**src/rtl/precision_dac_pkg.sv**
```systemverilog
// Shared types and frame helpers for the precision DAC serial controller.
package precision_dac_pkg;

  typedef enum logic [2:0] {
    S_IDLE,
    S_SELECT,
    S_SHIFT,
    S_GAP,
    S_LDAC,
    S_DONE
  } dac_state_e;

  function automatic int frame_bits(input int cmd_w, input int addr_w, input int data_w);
    return cmd_w + addr_w + data_w;
  endfunction

  // Frames are at most 64 bits; callers slice the low FRAME_BITS.
  function automatic logic [63:0] build_frame(input logic [63:0] cmd, input logic [63:0] addr,
                                              input logic [63:0] data, input int addr_w,
                                              input int data_w);
    logic [63:0] amask;
    logic [63:0] dmask;
    amask = (64'd1 << addr_w) - 64'd1;
    dmask = (64'd1 << data_w) - 64'd1;
    return (cmd << (addr_w + data_w)) | ((addr & amask) << data_w) | (data & dmask);
  endfunction

endpackage

```
**src/rtl/precision_dac_spi_shift.sv**
```systemverilog
// Single-frame SPI shifter: sync low for 2*SCLK_DIV*FRAME_BITS cycles, MSB first,
// data changes on the sclk rising edge so the DAC can sample on the falling edge.
module precision_dac_spi_shift #(
  parameter int FRAME_BITS = 24,
  parameter int SCLK_DIV   = 4
) (
  input  logic                  clk,
  input  logic                  rst,
  input  logic                  start_i,
  input  logic [FRAME_BITS-1:0] frame_i,
  output logic                  sync_o,
  output logic                  sclk_o,
  output logic                  sdi_o,
  output logic                  done_o
);

  localparam int DIV_W = (SCLK_DIV > 1) ? $clog2(SCLK_DIV) : 1;
  localparam int BIT_W = $clog2(FRAME_BITS);

  logic                  busy_q, busy_d;
  logic                  phase_q, phase_d;
  logic [DIV_W-1:0]      div_q, div_d;
  logic [BIT_W-1:0]      bit_q, bit_d;
  logic [FRAME_BITS-1:0] shreg_q, shreg_d;

  always_ff @(posedge clk) begin
    if (rst) begin
      busy_q  <= 1'b0;
      phase_q <= 1'b0;
      div_q   <= '0;
      bit_q   <= '0;
      shreg_q <= '0;
    end else begin
      busy_q  <= busy_d;
      phase_q <= phase_d;
      div_q   <= div_d;
      bit_q   <= bit_d;
      shreg_q <= shreg_d;
    end
  end

  // phase_q: 0 = sclk high half, 1 = sclk low half
  always_comb begin
    busy_d  = busy_q;
    phase_d = phase_q;
    div_d   = div_q;
    bit_d   = bit_q;
    shreg_d = shreg_q;
    done_o  = 1'b0;
    if (!busy_q) begin
      if (start_i) begin
        busy_d  = 1'b1;
        phase_d = 1'b0;
        div_d   = DIV_W'(SCLK_DIV - 1);
        bit_d   = BIT_W'(FRAME_BITS - 1);
        shreg_d = frame_i;
      end
    end else if (div_q != '0) begin
      div_d = div_q - DIV_W'(1);
    end else if (!phase_q) begin
      phase_d = 1'b1;
      div_d   = DIV_W'(SCLK_DIV - 1);
    end else if (bit_q == '0) begin
      busy_d  = 1'b0;
      phase_d = 1'b0;
      done_o  = 1'b1;
    end else begin
      phase_d = 1'b0;
      div_d   = DIV_W'(SCLK_DIV - 1);
      bit_d   = bit_q - BIT_W'(1);
      shreg_d = {shreg_q[FRAME_BITS-2:0], 1'b0};
    end
  end

  assign sync_o = ~busy_q;
  assign sclk_o = ~(busy_q & phase_q);
  assign sdi_o  = busy_q & shreg_q[FRAME_BITS-1];

endmodule

```
**src/rtl/precision_dac_ctrl.sv**
```systemverilog
// Multi-channel precision DAC updater: one SPI frame per channel, then a shared LDAC pulse.
// Define PRECISION_DAC_SKIP_UNCHANGED_EN to skip channels whose code was already sent.
//
//   state    | meaning
//   IDLE     | ready, waiting for valid
//   SELECT   | find next channel to send from idx_q
//   SHIFT    | serialiser busy with one frame
//   GAP      | sync high between frames (SELECT supplies the last gap cycle)
//   LDAC     | ldac low for LDAC_WIDTH cycles
//   DONE     | one cycle before returning to IDLE
module precision_dac_ctrl
  import precision_dac_pkg::*;
#(
  parameter int N_CH       = 4,
  parameter int DATA_WIDTH = 16,
  parameter int CMD_WIDTH  = 4,
  parameter int ADDR_WIDTH = 4,
  parameter int SCLK_DIV   = 4,
  parameter int SYNC_GAP   = 2,
  parameter int LDAC_WIDTH = 4
) (
  input  logic                       clk,
  input  logic                       rst,
  input  logic [N_CH*DATA_WIDTH-1:0] data,
  input  logic [CMD_WIDTH-1:0]       cmd,
  input  logic                       valid,
  output logic                       ready,
  output logic                       sync,
  output logic                       sclk,
  output logic                       sdi,
  output logic                       ldac
);

  localparam int FRAME_BITS = frame_bits(CMD_WIDTH, ADDR_WIDTH, DATA_WIDTH);
  localparam int IDX_W      = $clog2(N_CH + 1);
  localparam int CNT_MAX    = (SYNC_GAP > LDAC_WIDTH) ? SYNC_GAP : LDAC_WIDTH;
  localparam int CNT_W      = $clog2(CNT_MAX + 1);
`ifdef PRECISION_DAC_SKIP_UNCHANGED_EN
  localparam bit SKIP_EN = 1'b1;
`else
  localparam bit SKIP_EN = 1'b0;
`endif

  if (N_CH > (1 << ADDR_WIDTH)) begin : g_bad_addr
    $error("precision_dac_ctrl: N_CH does not fit in ADDR_WIDTH");
  end
  if (FRAME_BITS > 64) begin : g_bad_frame
    $error("precision_dac_ctrl: frame wider than 64 bits");
  end

  dac_state_e                       state_q, state_d;
  logic [IDX_W-1:0]                 idx_q, idx_d;
  logic [CNT_W-1:0]                 cnt_q, cnt_d;
  logic [CMD_WIDTH-1:0]             cmd_q, cmd_d;
  logic [N_CH-1:0][DATA_WIDTH-1:0]  data_q, data_d, shadow_q, shadow_d;
  logic [N_CH-1:0]                  sent_q, sent_d, need_send;
  logic                             any_q, any_d;
  logic                             found;
  logic [IDX_W-1:0]                 found_idx;
  logic [DATA_WIDTH-1:0]            found_data;
  logic                             shift_start, shift_done;
  logic [FRAME_BITS-1:0]            shift_frame;

  always_ff @(posedge clk) begin
    if (rst) begin
      state_q <= S_IDLE;
      idx_q   <= '0;
      cnt_q   <= '0;
      sent_q  <= '0;
      any_q   <= 1'b0;
    end else begin
      state_q <= state_d;
      idx_q   <= idx_d;
      cnt_q   <= cnt_d;
      sent_q  <= sent_d;
      any_q   <= any_d;
    end
  end

  always_ff @(posedge clk) begin
    cmd_q    <= cmd_d;
    data_q   <= data_d;
    shadow_q <= shadow_d;
  end

  always_comb begin
    for (int i = 0; i < N_CH; i++) begin
      need_send[i] = !SKIP_EN || !sent_q[i] || (data_q[i] != shadow_q[i]);
    end
  end

  // Descending loop so the lowest eligible channel at or above idx_q wins.
  always_comb begin
    found      = 1'b0;
    found_idx  = '0;
    found_data = '0;
    for (int i = N_CH - 1; i >= 0; i--) begin
      if (i >= int'(idx_q) && need_send[i]) begin
        found      = 1'b1;
        found_idx  = IDX_W'(i);
        found_data = data_q[i];
      end
    end
  end

  assign shift_frame = FRAME_BITS'(build_frame(64'(cmd_q), 64'(found_idx), 64'(found_data),
                                               ADDR_WIDTH, DATA_WIDTH));

  always_comb begin
    state_d     = state_q;
    idx_d       = idx_q;
    cnt_d       = cnt_q;
    cmd_d       = cmd_q;
    data_d      = data_q;
    shadow_d    = shadow_q;
    sent_d      = sent_q;
    any_d       = any_q;
    shift_start = 1'b0;
    case (state_q)
      S_IDLE: begin
        if (valid && ready) begin
          data_d  = data;
          cmd_d   = cmd;
          idx_d   = '0;
          any_d   = 1'b0;
          state_d = S_SELECT;
        end
      end
      S_SELECT: begin
        if (found) begin
          shift_start = 1'b1;
          idx_d       = found_idx;
          state_d     = S_SHIFT;
        end else if (any_q) begin
          cnt_d   = CNT_W'(LDAC_WIDTH - 1);
          state_d = S_LDAC;
        end else begin
          state_d = S_DONE;
        end
      end
      S_SHIFT: begin
        if (shift_done) begin
          for (int i = 0; i < N_CH; i++) begin
            if (int'(idx_q) == i) begin
              shadow_d[i] = data_q[i];
              sent_d[i]   = 1'b1;
            end
          end
          any_d = 1'b1;
          idx_d = idx_q + IDX_W'(1);
          if (SYNC_GAP > 1) begin
            cnt_d   = CNT_W'(SYNC_GAP - 2);
            state_d = S_GAP;
          end else begin
            state_d = S_SELECT;
          end
        end
      end
      S_GAP: begin
        if (cnt_q == '0) state_d = S_SELECT;
        else cnt_d = cnt_q - CNT_W'(1);
      end
      S_LDAC: begin
        if (cnt_q == '0) state_d = S_DONE;
        else cnt_d = cnt_q - CNT_W'(1);
      end
      S_DONE:  state_d = S_IDLE;
      default: state_d = S_IDLE;
    endcase
  end

  assign ready = (state_q == S_IDLE) && !rst;
  assign ldac  = (state_q != S_LDAC);

  precision_dac_spi_shift #(
    .FRAME_BITS(FRAME_BITS),
    .SCLK_DIV  (SCLK_DIV)
  ) u_shift (
    .clk    (clk),
    .rst    (rst),
    .start_i(shift_start),
    .frame_i(shift_frame),
    .sync_o (sync),
    .sclk_o (sclk),
    .sdi_o  (sdi),
    .done_o (shift_done)
  );

endmodule
```
**config.mk**
```make
export PLATFORM = sky130hd
export DESIGN_NAME = precision_dac_ctrl
export DESIGN_NICKNAME = d
export VERILOG_FILES = /design/src/rtl/precision_dac_pkg.sv /design/src/rtl/precision_dac_spi_shift.sv /design/src/rtl/precision_dac_ctrl.sv
export SDC_FILE = /design/constraint.sdc
export NUM_CORES = 1
export LEC_CHECK = 0
export BUFFER_PORTS_ARGS = -buffer_cell sky130_fd_sc_hd__buf_4
export CAP_MARGIN = 15
export CELL_PAD_IN_SITES_DETAIL_PLACEMENT = 1
export CELL_PAD_IN_SITES_GLOBAL_PLACEMENT = 1
export CORE_UTILIZATION = 45
export CTS_CLUSTER_SIZE = 14
export DETAILED_ROUTE_END_ITERATION = 12
export GPL_ROUTABILITY_DRIVEN = 0
export PLACE_DENSITY = 0.9
export SKIP_CTS_REPAIR_TIMING = 1
export SYNTH_ARGS = -nofsm -noshare
export SYNTH_HDL_FRONTEND = slang
export SYNTH_SLANG_ARGS = --single-unit
```
**constraint.sdc**
```tcl
create_clock -name clk -period 5.15 [get_ports clk]
set_input_delay 0.7725 -clock clk [delete_from_list [all_inputs] [get_ports clk]]
set_output_delay 0.7725 -clock clk [all_outputs]
set_load 0.05 [all_outputs]
```
==> impl_metrics.sql <==
INSERT INTO impl_metrics (metric_group, metric, value, unit) VALUES
('pwr', 'power.share.sequential', '47.0', '%'),
('global_route', 'grt_pass1_vias', '4112', ''),
('setup_path', 'worst_path_arrival', '3.26', 'ns'),
('global_route', 'globalRoute.totalOverflow', '0', ''),
('clock_tree', 'clockBufferDepth', '2', ''),
('timing', 'report.final.setup_viol', '0', ''),
('timing', 'max_slew.worst_pin.slew', '0.9923', 'ns'),
('place', 'io_buffers', '75', ''),
('floorplan', 'placement_rows', '38', ''),
('setup_path', 'critical_path.slowest_cell', 'sky130_fd_sc_hd__dfxtp_1', ''),
('pwr', 'power_density', '422.6', 'nW/um2'),
('pwr', 'cellInternalPower', '1.711', 'mW'),
('global_route', 'globalRouteTotalUtil', '23.79', '%'),
('pwr', 'p_total', '2.529', 'mW'),
('worst_hold_path', 'timing.hold.worst.class', 'register to register', ''),
('layout', 'fillerInstances', '1145', ''),
('place', 'place.detailed.instances', '627', ''),
('detailed_routing', 'drt-total-wl', '12.98', 'mm'),
('layout', 'area_growth_syn_to_layout', '17.75', '%'),
('detailed_routing', 'route.detailed.vias_per_inst', '6.008', ''),
('clock_tree', 'tritoncts', 'built', ''),
('synth', 'dominant_synthesized_flop_cell', 'sky130_fd_sc_hd__edfxtp_1', ''),
('synth', 'synthesis.area_per_instance', '11.45', 'um2'),
('place', 'dpl_cell_area', '5689', 'um2'),
('synth', 'synthCells', '444', ''),
('setup_path', 'worstReg2RegEnd', 'u_shift.shreg_q[6]', ''),
('pwr', 'static-leakage-power', '2.196', 'nW'),
('place', 'place.detailed.hpwl', '8.528', 'mm'),
('layout', 'nets', '578', ''),
('setup_path', 'startpoint', 'idx_q[0]', ''),
('synth', 'synth_warnings', '0', ''),
('synth', 'synth_seq_cells', '111', ''),
('global_route', 'grt_antenna_before_repair', '0', ''),
('detailed_routing', 'wire_per_inst', '20.18', 'um'),
('synth', 'synth-edff-count', '68', ''),
('floorplan', 'dieWidth', '108.3', 'um'),
('clock_tree', 'clkSlewWorstSetupHoldPaths', '0.07', 'ns'),
('synth', 'postSynth.asyncResetShare', '0', '%'),
('setup_path', 'rr_worst_depth', '7', ''),
('global_route', 'grt_first_pass_wirelength', '21.09', 'mm'),
('setup_path', 'cp-endpoint', 'u_shift.shreg_q[6]', ''),
('timing', 'post-route-period-util', '59.26', '%'),
('timing', 'final_period_minus_worst_setup_slack', '3.052', 'ns'),
('job', 'maxCapViolCount', '0', ''),
('clock_tree', 'number_of_buffers_added_by_the_clock_tree_synthesis_step', '9', ''),
('layout', 'stdcell_count', '643', ''),
('setup_path', 'endpoint_kind', 'register', ''),
('setup_path', 'timing.rr.start', 'idx_q[0]', ''),
('floorplan', 'dieArea', '11720', 'um2'),
('layout', 'antenna_cells_inserted', '0', ''),
('timing', 'unrepaired_setup_endpoints_after_global_routing', 'no', ''),
('timing', 'sum_of_negative_setup_slack', '0', 'ns'),
('pwr', 'sw_frac_of_total', '32.33', '%'),
('setup_path', 'worstSetupStartpointType', 'register', ''),
('floorplan', 'core_area', '10940', 'um2'),
('outcome', 'outcome', 'finished clean', ''),
('pwr', 'clockPowerShare', '27.4', '%'),
('floorplan', 'die_height', '108.3', 'um'),
('detailed_routing', 'ant_nets', '0', ''),
('detailed_routing', 'post-route-drc-count', '0', ''),
('floorplan', 'start_util', '46.48', '%'),
('timing', 'timing.max_slew.rel_slack', '33.84', '%'),
('setup_path', 'required', '5.36', 'ns'),
('pwr', 'vdd_ir_drop_max', '0.0001960', 'V'),
('pwr', 'power.net_switching', '817.6', 'uW'),
('setup_path', 'reg2reg_setup_slack', '2.10', 'ns'),
('setup_path', 'path_max_fanout', '21', ''),
('synth', 'synth_nets', '523', ''),
('setup_path', 'worst_path_largest_cell_delay', '0.84', 'ns'),
('layout', 'drive_gt1_share', '22.47', '%'),
('setup_path', 'timing.critical_path.cells', 'inv_1 -> ha_1 -> nor2b_1 -> buf_4 -> o211ai_1 -> a221oi_1 -> o41ai_2', '');
==> metrics by stage <==
step	setup WS [ns]	util (%)	hold WS [ns]
3_3_place_gp	2.042	52.03	0.4612
6_report	2.098	54.73	0.4887
5_1_grt	1.900	54.73	0.5216
2_1_floorplan	0.4862	-	0.4475
4_1_cts	1.710	54.66	0.4886
3_5_place_dp	1.749	52.03	0.4792
==> critical path: cells and delay by family (launching register included) <==
family	cells	cell delay, ns
AOI/OAI and AO/OA	3	0.64
adders and majority gates	1	0.47
buffers and inverters	2	0.51
DFF	1	0.84
and+or+nand+nor	1	0.44
==> cells in the mapped netlist, types with 8 or more instances <==
library cell               instances  area (um2)
sky130_fd_sc_hd__dfxtp_1          43       860.8
sky130_fd_sc_hd__nand2_1          12       45.04
sky130_fd_sc_hd__o211ai_1         16       120.1
sky130_fd_sc_hd__nor3_1           23       115.1
sky130_fd_sc_hd__edfxtp_1         68        2042
sky130_fd_sc_hd__inv_1            25       93.84
sky130_fd_sc_hd__o41ai_2          11       178.9
sky130_fd_sc_hd__a21oi_1          11       55.05
sky130_fd_sc_hd__clkbuf_1         23       86.33
sky130_fd_sc_hd__a211oi_1          8       60.06
sky130_fd_sc_hd__ha_1              8       100.1
sky130_fd_sc_hd__a221oi_1         16       140.1
sky130_fd_sc_hd__nand3b_1         35       262.8
sky130_fd_sc_hd__nor2_1           48       180.2
==> how the worst min path moves through the flow <==
stage                                     end                 from  depth (start not counted)  slack [ns]
after detailed placement   u_shift.shreg_q[2]   u_shift.shreg_q[2]                          2        0.48
after floorplan              u_shift.div_q[0]     u_shift.div_q[0]                          1        0.45
after global routing      u_shift.shreg_q[16]  u_shift.shreg_q[15]                          2        0.52
final                        u_shift.div_q[0]     u_shift.div_q[0]                          1        0.49
after global placement       u_shift.div_q[0]     u_shift.div_q[0]                          1        0.46
after CTS                 u_shift.shreg_q[16]  u_shift.shreg_q[15]                          2        0.49
==> layer usage <==
metal	wire, um	up-vias	part of all wire, %	global-route usage [%]
li1	-	1788	-	-
met1	5354	1939	41	28.17
met2	6784	116	52	43.08
met3	588	20	4.5	4.641
met4	249	0	1.9	7.819
met5	0	-	0	0
==> placed cells by master, fill, tap and decap left out, types with 2 or more instances in the layout <==
cell type,instances
sky130_fd_sc_hd__a211oi_1,8
sky130_fd_sc_hd__a21oi_1,11
sky130_fd_sc_hd__a221oi_1,16
sky130_fd_sc_hd__a22oi_1,5
sky130_fd_sc_hd__a311oi_1,3
sky130_fd_sc_hd__a41o_1,2
sky130_fd_sc_hd__and2_1,2
sky130_fd_sc_hd__and3_1,2
sky130_fd_sc_hd__and4_1,2
sky130_fd_sc_hd__buf_4,82
sky130_fd_sc_hd__clkbuf_16,9
sky130_fd_sc_hd__clkinvlp_4,2
sky130_fd_sc_hd__dfxtp_1,43
sky130_fd_sc_hd__edfxtp_1,68
sky130_fd_sc_hd__ha_1,8
sky130_fd_sc_hd__inv_1,25
sky130_fd_sc_hd__mux2i_1,4
sky130_fd_sc_hd__nand2_1,12
sky130_fd_sc_hd__nand3_1,3
sky130_fd_sc_hd__nand3b_1,35
sky130_fd_sc_hd__nor2_1,48
sky130_fd_sc_hd__nor2b_1,7
sky130_fd_sc_hd__nor3_1,23
sky130_fd_sc_hd__nor3b_1,4
sky130_fd_sc_hd__nor4_1,2
sky130_fd_sc_hd__o211ai_1,16
sky130_fd_sc_hd__o21ai_0,4
sky130_fd_sc_hd__o21ai_1,3
sky130_fd_sc_hd__o31ai_1,3
sky130_fd_sc_hd__o41ai_1,6
sky130_fd_sc_hd__o41ai_2,11
sky130_fd_sc_hd__or4_1,2
sky130_fd_sc_hd__or4b_1,2
==> state kept, by name, indices dropped and copies added, names as in the netlist, 2 cells and up <==
name and flops:
cmd_q 4, cnt_q 3, data_q 64, idx_q 3, state_q 3, u_shift.bit_q 5
u_shift.div_q 2, u_shift.shreg_q 24
==> area by class of cell <==
| cell class | count | area (um2) | area share (%) |
|---|---|---|---|
| clock buffer | 10 | 229.0 | 3.826 |
| sequential | 111 | 2903 | 48.51 |
| inverter | 26 | 97.59 | 1.631 |
| timing repair buffer | 82 | 615.6 | 10.29 |
| multi-input combinational | 269 | 1906 | 31.84 |
| tap | 140 | 175.2 | 2.927 |
| clock inverter | 5 | 58.81 | 0.9826 |
==> cell families after synthesis <==
| logic type | share of synthesized area, % |
|---|---|
| compound gates | 17.09 |
| xor+xnor | 0.3447 |
| fa+ha+maj | 1.970 |
| buf+inv | 5.416 |
| mux | 0.7878 |
| flops | 57.11 |
| simple gates | 17.28 |
==> power groups by stage <==
stage	combinational [mW]	clock, mW	sequential [mW]
detailed placement	0.637	0	1.21
global route	0.713	0.733	1.21
global placement	0.600	0	1.19
CTS	0.646	0.705	1.19
floorplan	0.508	0	1.15
finish	0.646	0.694	1.19
No activity file was read; power rests on OpenSTA's default activity.
